File: src/rtl/insn_encoder_if.sv
// Request/response bundle for insn_encoder: field-level request handshake in,
// encoded instruction word handshake out, plus the illegal-request pulse.
interface insn_encoder_if;
  logic        i_req_vld;
  logic        o_req_rdy;
  logic [3:0]  i_req_kind;
  logic [2:0]  i_funct3;
  logic        i_funct7_5;
  logic [4:0]  i_rd;
  logic [4:0]  i_rs1;
  logic [4:0]  i_rs2;
  logic [31:0] i_imm;
  logic        o_insn_vld;
  logic        i_insn_rdy;
  logic [31:0] o_insn;
  logic [31:0] o_pc;
  logic        o_err;

  modport master (
    output i_req_vld, i_req_kind, i_funct3, i_funct7_5, i_rd, i_rs1, i_rs2, i_imm, i_insn_rdy,
    input  o_req_rdy, o_insn_vld, o_insn, o_pc, o_err
  );

  modport slave (
    input  i_req_vld, i_req_kind, i_funct3, i_funct7_5, i_rd, i_rs1, i_rs2, i_imm, i_insn_rdy,
    output o_req_rdy, o_insn_vld, o_insn, o_pc, o_err
  );
endinterface

File: src/rtl/insn_encoder.sv
// RV32I instruction encoder: turns field-level requests into 32-bit words with
// word addresses; expands the li pseudo-op into lui/addi when it needs two words.
module insn_encoder #(
  parameter logic [31:0] BASE_PC = 32'h0000_0000
) (
  input  logic           i_clk,
  input  logic           i_reset,
  input  logic           i_flush,
  insn_encoder_if.slave  bus
);

  typedef enum logic [1:0] {
    ST_EMPTY   = 2'd0,
    ST_FULL    = 2'd1,
    ST_FULL_LI = 2'd2
  } state_e;

  localparam logic [6:0] OP_R      = 7'h33;
  localparam logic [6:0] OP_I      = 7'h13;
  localparam logic [6:0] OP_LOAD   = 7'h03;
  localparam logic [6:0] OP_STORE  = 7'h23;
  localparam logic [6:0] OP_BRANCH = 7'h63;
  localparam logic [6:0] OP_LUI    = 7'h37;
  localparam logic [6:0] OP_AUIPC  = 7'h17;
  localparam logic [6:0] OP_JAL    = 7'h6F;
  localparam logic [6:0] OP_JALR   = 7'h67;

  state_e      state_q, state_d;
  logic [31:0] insn_q, insn_d;
  logic [31:0] addi_q, addi_d;
  logic [31:0] pc_q, pc_d;
  logic        err_q, err_d;

  logic [31:0] enc_word_s;
  logic [31:0] enc_addi_s;
  logic        enc_two_s;
  logic        enc_illegal_s;
  logic [19:0] li_hi_s;
  logic        li_short_s;
  logic        req_rdy_s;
  logic        req_acc_s;
  logic        out_hs_s;
  logic        load_s;

  wire [2:0]  f3   = bus.i_funct3;
  wire        f75  = bus.i_funct7_5;
  wire [31:0] imm  = bus.i_imm;

  // li fits a single addi when bits 31..11 are a pure sign extension
  assign li_short_s = (imm[31:11] == 21'h00_0000) || (imm[31:11] == 21'h1F_FFFF);
  assign li_hi_s    = imm[31:12] + {19'd0, imm[11]};

  assign req_rdy_s = !i_flush && ((state_q == ST_EMPTY) ||
                                  ((state_q == ST_FULL) && bus.i_insn_rdy));
  assign req_acc_s = bus.i_req_vld && req_rdy_s;
  assign out_hs_s  = (state_q != ST_EMPTY) && bus.i_insn_rdy;
  assign load_s    = req_acc_s && !enc_illegal_s;

  // Field-level request -> instruction word(s) plus legality
  always_comb begin
    enc_word_s    = 32'h0000_0000;
    enc_two_s     = 1'b0;
    enc_illegal_s = 1'b0;
    enc_addi_s    = {imm[11:0], bus.i_rd, 3'b000, bus.i_rd, OP_I};
    case (bus.i_req_kind)
      4'd0: begin
        enc_illegal_s = f75 && (f3 != 3'b000) && (f3 != 3'b101);
        enc_word_s    = {1'b0, f75, 5'b00000, bus.i_rs2, bus.i_rs1, f3, bus.i_rd, OP_R};
      end
      4'd1: begin
        enc_illegal_s = (f3 == 3'b001) && f75;
        if ((f3 == 3'b001) || (f3 == 3'b101)) begin
          enc_word_s = {1'b0, f75, 5'b00000, imm[4:0], bus.i_rs1, f3, bus.i_rd, OP_I};
        end else begin
          enc_word_s = {imm[11:0], bus.i_rs1, f3, bus.i_rd, OP_I};
        end
      end
      4'd2: begin
        enc_illegal_s = (f3 == 3'b011) || (f3 == 3'b110) || (f3 == 3'b111);
        enc_word_s    = {imm[11:0], bus.i_rs1, f3, bus.i_rd, OP_LOAD};
      end
      4'd3: begin
        enc_illegal_s = (f3 >= 3'b011);
        enc_word_s    = {imm[11:5], bus.i_rs2, bus.i_rs1, f3, imm[4:0], OP_STORE};
      end
      4'd4: begin
        enc_illegal_s = (f3 == 3'b010) || (f3 == 3'b011) || imm[0];
        enc_word_s    = {imm[12], imm[10:5], bus.i_rs2, bus.i_rs1, f3,
                         imm[4:1], imm[11], OP_BRANCH};
      end
      4'd5: enc_word_s = {imm[31:12], bus.i_rd, OP_LUI};
      4'd6: enc_word_s = {imm[31:12], bus.i_rd, OP_AUIPC};
      4'd7: begin
        enc_illegal_s = imm[0];
        enc_word_s    = {imm[20], imm[10:1], imm[11], imm[19:12], bus.i_rd, OP_JAL};
      end
      4'd8: enc_word_s = {imm[11:0], bus.i_rs1, 3'b000, bus.i_rd, OP_JALR};
      4'd9: begin
        if (li_short_s) begin
          enc_word_s = {imm[11:0], 5'd0, 3'b000, bus.i_rd, OP_I};
        end else begin
          enc_word_s = {li_hi_s, bus.i_rd, OP_LUI};
          enc_two_s  = (imm[11:0] != 12'h000);
        end
      end
      default: enc_illegal_s = 1'b1;
    endcase
  end

  // Output-holding FSM: next state, held word, pending addi, address, error pulse
  always_comb begin
    state_d = state_q;
    insn_d  = insn_q;
    addi_d  = addi_q;
    pc_d    = pc_q;
    err_d   = 1'b0;
    if (i_flush) begin
      state_d = ST_EMPTY;
      insn_d  = 32'h0000_0000;
      addi_d  = 32'h0000_0000;
      pc_d    = BASE_PC;
    end else begin
      err_d = req_acc_s && enc_illegal_s;
      if (out_hs_s) begin
        pc_d = pc_q + 32'd4;
      end else begin
        pc_d = pc_q;
      end
      case (state_q)
        ST_EMPTY: begin
          if (load_s) begin
            insn_d  = enc_word_s;
            addi_d  = enc_addi_s;
            state_d = enc_two_s ? ST_FULL_LI : ST_FULL;
          end else begin
            state_d = ST_EMPTY;
          end
        end
        ST_FULL: begin
          if (!bus.i_insn_rdy) begin
            state_d = ST_FULL;
          end else if (load_s) begin
            insn_d  = enc_word_s;
            addi_d  = enc_addi_s;
            state_d = enc_two_s ? ST_FULL_LI : ST_FULL;
          end else begin
            state_d = ST_EMPTY;
          end
        end
        ST_FULL_LI: begin
          if (bus.i_insn_rdy) begin
            insn_d  = addi_q;
            state_d = ST_FULL;
          end else begin
            state_d = ST_FULL_LI;
          end
        end
        default: state_d = ST_EMPTY;
      endcase
    end
  end

  // State and output registers
  always_ff @(posedge i_clk or negedge i_reset) begin
    if (!i_reset) begin
      state_q <= ST_EMPTY;
      insn_q  <= 32'h0000_0000;
      addi_q  <= 32'h0000_0000;
      pc_q    <= BASE_PC;
      err_q   <= 1'b0;
    end else begin
      state_q <= state_d;
      insn_q  <= insn_d;
      addi_q  <= addi_d;
      pc_q    <= pc_d;
      err_q   <= err_d;
    end
  end

  assign bus.o_req_rdy  = req_rdy_s;
  assign bus.o_insn_vld = (state_q != ST_EMPTY);
  assign bus.o_insn     = insn_q;
  assign bus.o_pc       = pc_q;
  assign bus.o_err      = err_q;

endmodule

File: src/flat_wrapper.sv
// flat-port wrapper written by rule: the top's interface ports become plain ports
module insn_encoder_flat 
#(
  parameter logic [31:0] BASE_PC = 32'h0000_0000
)
  (i_clk, i_reset, i_flush, bus_i_req_vld, bus_i_req_kind, bus_i_funct3, bus_i_funct7_5, bus_i_rd, bus_i_rs1, bus_i_rs2, bus_i_imm, bus_i_insn_rdy, bus_o_req_rdy, bus_o_insn_vld, bus_o_insn, bus_o_pc, bus_o_err);
  insn_encoder_if bus_i ();
  input  logic i_clk;
  input  logic i_reset;
  input  logic i_flush;
  input wire logic [$bits(bus_i.i_req_vld)-1:0] bus_i_req_vld;
  input wire logic [$bits(bus_i.i_req_kind)-1:0] bus_i_req_kind;
  input wire logic [$bits(bus_i.i_funct3)-1:0] bus_i_funct3;
  input wire logic [$bits(bus_i.i_funct7_5)-1:0] bus_i_funct7_5;
  input wire logic [$bits(bus_i.i_rd)-1:0] bus_i_rd;
  input wire logic [$bits(bus_i.i_rs1)-1:0] bus_i_rs1;
  input wire logic [$bits(bus_i.i_rs2)-1:0] bus_i_rs2;
  input wire logic [$bits(bus_i.i_imm)-1:0] bus_i_imm;
  input wire logic [$bits(bus_i.i_insn_rdy)-1:0] bus_i_insn_rdy;
  output wire logic [$bits(bus_i.o_req_rdy)-1:0] bus_o_req_rdy;
  output wire logic [$bits(bus_i.o_insn_vld)-1:0] bus_o_insn_vld;
  output wire logic [$bits(bus_i.o_insn)-1:0] bus_o_insn;
  output wire logic [$bits(bus_i.o_pc)-1:0] bus_o_pc;
  output wire logic [$bits(bus_i.o_err)-1:0] bus_o_err;
  assign bus_i.i_req_vld = bus_i_req_vld;
  assign bus_i.i_req_kind = bus_i_req_kind;
  assign bus_i.i_funct3 = bus_i_funct3;
  assign bus_i.i_funct7_5 = bus_i_funct7_5;
  assign bus_i.i_rd = bus_i_rd;
  assign bus_i.i_rs1 = bus_i_rs1;
  assign bus_i.i_rs2 = bus_i_rs2;
  assign bus_i.i_imm = bus_i_imm;
  assign bus_i.i_insn_rdy = bus_i_insn_rdy;
  assign bus_o_req_rdy = bus_i.o_req_rdy;
  assign bus_o_insn_vld = bus_i.o_insn_vld;
  assign bus_o_insn = bus_i.o_insn;
  assign bus_o_pc = bus_i.o_pc;
  assign bus_o_err = bus_i.o_err;
  insn_encoder #(.BASE_PC(BASE_PC)) u_core (.i_clk(i_clk), .i_reset(i_reset), .i_flush(i_flush), .bus(bus_i));
endmodule
File: config.mk
export PLATFORM = sky130hd
export DESIGN_NAME = insn_encoder_flat
export DESIGN_NICKNAME = d
export VERILOG_FILES = /design/src/rtl/insn_encoder_if.sv /design/src/rtl/insn_encoder.sv /design/src/flat_wrapper.sv
export SDC_FILE = /design/constraint.sdc
export NUM_CORES = 1
export LEC_CHECK = 0
export CORE_MARGIN = 8
export CORE_UTILIZATION = 25
export CTS_CLUSTER_SIZE = 10
export DETAILED_ROUTE_END_ITERATION = 10
export GPL_ROUTABILITY_DRIVEN = 0
export PLACE_DENSITY = 0.46
export SKIP_CTS_REPAIR_TIMING = 1
export SKIP_LAST_GASP = 1
export SYNTH_ARGS = -nofsm -noshare
export SYNTH_HDL_FRONTEND = slang
export SYNTH_SLANG_ARGS = --single-unit
File: constraint.sdc
create_clock -name i_clk -period 2.7 [get_ports i_clk]
set_clock_uncertainty 0.05 [all_clocks]
set_input_delay 0.54 -clock i_clk [delete_from_list [all_inputs] [get_ports i_clk]]
set_output_delay 0.54 -clock i_clk [all_outputs]
set_load 0.02 [all_outputs]
# Yosys cells after proc, flatten, opt, wreduce, memory -nomap -nowiden
# Index checks and enable logic that the tools add are counted.
[word_totals]
regBits = 99
output_inout_bits = 67
word_cells = 83
[op_classes]
add_sub_neg = 2
magnitude_cmp = 1
n_eq_ne = 21
n_mux = 24
n_reduce_logical = 30
[op_table]
columns = ["op", "n"]
rows = [
  ["32-bit 2-to-1 mux", 11],
  ["32-bit case mux with 10 select lines", 1],
  ["32-bit case mux with 3 select lines", 1],
  ["32-bit case mux with 2 select lines", 1],
  ["32-bit by 3-bit adder with 32-bit output (second input constant)", 1],
  ["21-bit == test (second input constant)", 1],
  ["21-bit logical NOT", 1],
  ["20-bit by 1-bit adder with 20-bit output", 1],
  ["4-bit by 3-bit == test with 1-bit output (second input constant)", 4],
  ["12-bit nonzero test", 1],
  ["2-bit 2-to-1 mux", 5],
  ["3-bit == test (second input constant)", 3],
  ["1-bit logical AND", 9],
  ["3-bit inequality test (second input constant)", 3],
  ["4-bit by 2-bit == test with 1-bit output (second input constant)", 2],
  ["4-bit == test (second input constant)", 2],
  ["1-bit logical OR", 7],
  ["1-bit case mux with 7 select lines", 1],
  ["3-bit by 2-bit == test with 1-bit output (second input constant)", 2],
  ["2-bit case mux with 3 select lines", 1],
  ["3-bit nonzero test", 2],
  ["4-bit by 1-bit == test with 1-bit output (second input constant)", 1],
  ["4-bit logical NOT", 1],
  ["2-bit nonzero test", 2],
  ["11 further kinds", 14],
]

# Logic depth before layout (Yosys ltp)
[depth]
word_depth = 10
mapped_depth = 9

# Worst setup path before layout
# Ideal clock, no wire load.
[synth_timing]
path_type = "input to register"
startpoint = "input port i_flush"
endpoint = "register u_core.addi_q[28]"
arrival_ps = 2356
t_required_ps = 2514
slack_ps = 159
stages = 7
cell_sequence = "clkbuf_1 -> nor3_1 -> nand4_1 -> nor3_1 -> clkbuf_1 -> clkbuf_1 -> o21ai_0"
[synth_between]
elab_chain_cells = 8
word_cells_on_any_way = 11
[synth_rtl]
columns = ["item", "line_no", "rtl"]
rows = [
  ["from (decl)", "flat_wrapper.sv:10", "input logic i_flush;"],
  ["1-bit logical NOT *", "insn_encoder.sv:53", "assign req_rdy_s = !i_flush && ((state_q == ST_EMPTY) ||"],
  ["1-bit logical AND *", "insn_encoder.sv:53", ""],
  ["via bus_o_req_rdy", "flat_wrapper.sv:20", "output wire logic [$bits(bus_i.o_req_rdy)-1:0] bus_o_req_rdy;"],
  ["1-bit logical AND *", "insn_encoder.sv:55", "assign req_acc_s = bus.i_req_vld && req_rdy_s;"],
  ["1-bit logical AND *", "insn_encoder.sv:57", "assign load_s = req_acc_s && !enc_illegal_s;"],
  ["32-bit 2-to-1 mux *", "-", ""],
  ["32-bit 2-to-1 mux", "-", ""],
  ["32-bit case mux with 2 select lines *", "-", ""],
  ["32-bit 2-to-1 mux *", "insn_encoder.sv:117", "if (i_flush) begin"],
  ["to (signal assigned)", "insn_encoder.sv:174", "addi_q <= addi_d;"],
  ["to (decl)", "insn_encoder.sv:30", "logic [31:0] addi_q, addi_d;"],
]
# The timed path passes the listed nets; every way through them passes the cells marked *. The select of a mux whose other input is x is not followed.
# A chain may end at the register's enable or synchronous reset.

# Worst setup path in the final report
[layout_timing]
startpoint = "input port bus_i_req_kind[1]"
endpoint = "register u_core.insn_q[4] (netlist: u_core.bus.o_insn[4])"
[layout_between]
elab_chain_cells = 9
word_cells_on_any_way = 19
[layout_rtl]
columns = ["item", "line_no", "rtl"]
rows = [
  ["from (decl)", "flat_wrapper.sv:12", "input wire logic [$bits(bus_i.i_req_kind)-1:0] bus_i_req_kind;"],
  ["4-bit by 3-bit == test with 1-bit output / 4-bit == test (equally long branches)", "insn_encoder.sv:65", "case (bus.i_req_kind)"],
  ["4-bit OR reduction (no line)", "-", ""],
  ["1-bit case mux with 7 select lines", "insn_encoder.sv:65", ""],
  ["1-bit logical NOT", "insn_encoder.sv:57", ""],
  ["1-bit logical AND", "insn_encoder.sv:57", ""],
  ["32-bit 2-to-1 mux *", "insn_encoder.sv:131, insn_encoder.sv:142", ""],
  ["32-bit 2-to-1 mux", "insn_encoder.sv:140", "if (!bus.i_insn_rdy) begin"],
  ["32-bit case mux with 3 select lines *", "insn_encoder.sv:129", "case (state_q)"],
  ["32-bit 2-to-1 mux *", "insn_encoder.sv:117", ""],
  ["to (signal assigned)", "insn_encoder.sv:173", "insn_q <= insn_d;"],
  ["to (decl)", "insn_encoder.sv:29", "logic [31:0] insn_q, insn_d;"],
]
# Every way passes the cells marked *; elsewhere a longest branch is shown, timed or not. The select of a mux whose other input is x is not followed.

==> metrics.yaml <==
synthXorXnorAreaFrac: 0.0760
crit_buf_inv: 4
setup_viol: 1
dieArea_um2: 26100
final_net_count: 902
numCtsBuffers: 9
synth_top_cell_by_area: "dfrtp_1"
die_w_um: 162
worstHoldPathType: "in -> async"
ys_seq_area_frac: 0.387
cts_tree: "done"
first_pass_iters: 5
antenna_found_initial: 0
grt_pass1_vias: 5882
grt.total_usage: 0.167
fp-row-count: 53
clk_pin_slew_ps: 70
final_max_slew_viol_count: 0
fillers: 2188
gr-total-overflow: 0
status: "finished, violations left"
synth_top_family_by_area: "simple AND/OR/NAND/NOR gates"
syn_area_um2: 5300
synthSimpleGateAreaFrac: 0.257
insertion_delay_ps: 360
setup_ws_ps: -3.77
fmax_mhz: 370
cp_top_family: "buffers and inverters"
synth-edff-count: 0
period_share: 1.00
diodes: 0
cap_violations: 0
fin_util: 0.386
relSlewSlack: 0.556
synthToLayoutAreaGrowth_pct: 52.4
clock_path_buffers: 2
yosysMostFrequentCell: "dfrtp_1"
power.density_nw_per_um2: 408
path_max_fanout: 6
rsz0062_at_grt: "true"
ys.flop_type: "dfrtp_1"
crit_chain: "clkdlybuf4s50_1 > buf_4 > nor2_1 > nand2_1 > o41ai_2 > buf_4 > o31ai_2 > a21o_1 > buf_4 > mux2_2"
synth_warnings: 0
vias: 5794
via_per_inst: 5.18
tightestPinTransition_ps: 665
hold_viol: 0
drc: 0
die_h_um: 162
synth-seq-cells: 82
synthMuxAreaShare: 0.0248
worstPathArrival_ps: 2880
async_flop_share: 1.00
critPathMaxStageDelay_ps: 560
synthTopCellsByCount: "dfrtp_1, nor2_1, nand2_1, o21ai_0, nand3_1"
grt_pass1_wl_mm: 34.2
ys_types: 67
post-place-ws_ps: -529
wl_mm: 21.9
htreeDepth: 3
crit_top_cell: "buf_4"
synth_cells: 612
initial_core_util: 0.253
core_area_um2: 21000
leakagePower_nw: 3.39
violations: "negative setup slack"
p_total_mw: 3.30
synth_compound_area_frac: 0.200
cp_slowest_cell: "clkdlybuf4s50_1"
ant_nets: 0
yosys-top-cells-area: "dfrtp_1, xor2_1, nor2_1, nand2_1, o21ai_0"
grt_max_degree: 37
worstPathRequired_ps: 2880
root_buffer: "clkbuf_16"
post_synth.cell_area_avg_um2: 8.67
io-pin-count: 127
drive_above_1_share: 0.217
drt_iter0_drc: 401
numPortBuffers: 124
crit_type: "in -> reg"
post-route-min-period_ps: 2700
synthAdderAreaFrac: 0.00944
place_hpwl_mm: 17.5
detail_route.wl_per_cell_um: 19.6
end_kind: "flop"
start_kind: "input pin"
ir_worst_vdd_mv: 0.249
cts_sinks: 82
synthDominantCellAreaShare: 0.387
-- layer usage --
layer | vias up | GRT usage | share of wire
met2 | 232 | 0.262 | 0.46
met1 | 2831 | 0.220 | 0.45
met3 | 37 | 0.0367 | 0.065
met5 | - | 0 | 0
li1 | 2694 | - | -
met4 | 0 | 0.0623 | 0.026
-- layout make-up --
type                    instances  area (um2)  area share
clock buffers                   9         225      0.0279
inverters                      10        37.5     0.00464
repair buffers                258        2280       0.282
well taps                     275         344      0.0426
clock inverters                 7        71.3     0.00882
multi-input cells             477        3080       0.381
flip-flops and latches         82        2050       0.254
-- sequential cells by signal, indices dropped and copies added, names as in the netlist --
| signal | flops |
|---|---|
| u_core.state_q | 2 |
| u_core.addi_q | 18 |
| u_core.bus.o_insn | 31 |
| u_core.bus.o_err | 1 |
| u_core.bus.o_pc | 30 |
-- path summary, 6_finish.rpt --
| kind | start | endpoint | slack, ps | depth (start not counted) |
|---|---|---|---|---|
| max | bus_i_req_kind[1] | u_core.bus.o_insn[4]$_DFFE_PN0P_ | -4 | 10 |
| min in group i_clk | u_core.bus.o_insn[13]$_DFFE_PN0P_ | u_core.bus.o_insn[13]$_DFFE_PN0P_ | 450 | 1 |
| min | i_reset | u_core.bus.o_insn[13]$_DFFE_PN0P_ | 90 | 1 |
| max in group asynchronous | i_reset | u_core.addi_q[20]$_DFFE_PN0P_ | 1870 | 2 |
| max reg2reg | u_core.state_q[1]$_DFF_PN0_ | u_core.bus.o_insn[4]$_DFFE_PN0P_ | 220 | 6 |
| min reg2reg | u_core.bus.o_insn[13]$_DFFE_PN0P_ | u_core.bus.o_insn[13]$_DFFE_PN0P_ | 450 | 1 |
-- power by group --
group	internal, mW	switching (mW)	total, mW
Sequential	1.27	0.0300	1.30
Clock	0.651	0.590	1.24
Combinational	0.359	0.396	0.755
-- worst register-to-register path, delay by kind of cell (launching register included) --
family	cells	cell delay, ps
simple gates	2	820
compound gates	2	510
flops	1	470
mux	1	340
buf+inv	1	160
-- through the flow --
stage | hold slack [ps] | setup TNS [ps] | std cells | area [um2]
6_report | 91.2 | -3.77 | 1118 | 8090
5_1_grt | 124 | -294 | 1118 | 8090
4_1_cts | 103 | -3790 | 1118 | 8030
3_5_place_dp | 429 | -21520 | 1102 | 7730
3_3_place_gp | 435 | -19380 | 1102 | 7730
2_1_floorplan | 194 | 0 | 613 | 5310
-- cells in the final DEF (no fill, tap or decap), types with 4 or more instances in the layout --
master           netlist  routed
buf_4                  5     132
clkdlybuf4s50_1        0     122
dfrtp_1               82      82
nor2_1                60      60
nand2_1               53      53
o21ai_0               38      37
nand3_1               35      34
xor2_1                31      31
a21oi_1               27      25
nand2b_1              24      24
nand4_1               15      15
xnor2_1               15      15
and3_1                13      13
a221oi_1              12      11
inv_1                 10      10
and4_1                10      10
a22oi_1               10      10
nor4_1                11       9
mux2_2                 9       9
clkbuf_16              0       9
nor2b_1                8       8
o2bb2ai_1              8       8
and2_1                 7       7
nor3_1                 8       6
a22o_1                 5       5
or3_1                  4       4
a311oi_1               4       4
ha_1                   4       4
-- cells by family (layout without fill, tap and decap cells) --
family | Yosys count | count (layout)
buffers and inverters | 54 | 284
AOI/OAI and AO/OA | 150 | 150
other | 1 | 2
xor gates and xnor gates | 46 | 46
DFF | 82 | 82
and+or+nand+nor | 263 | 263
muxes | 12 | 12
adders and majority gates | 4 | 4
Power figures use the tool's default switching activity.
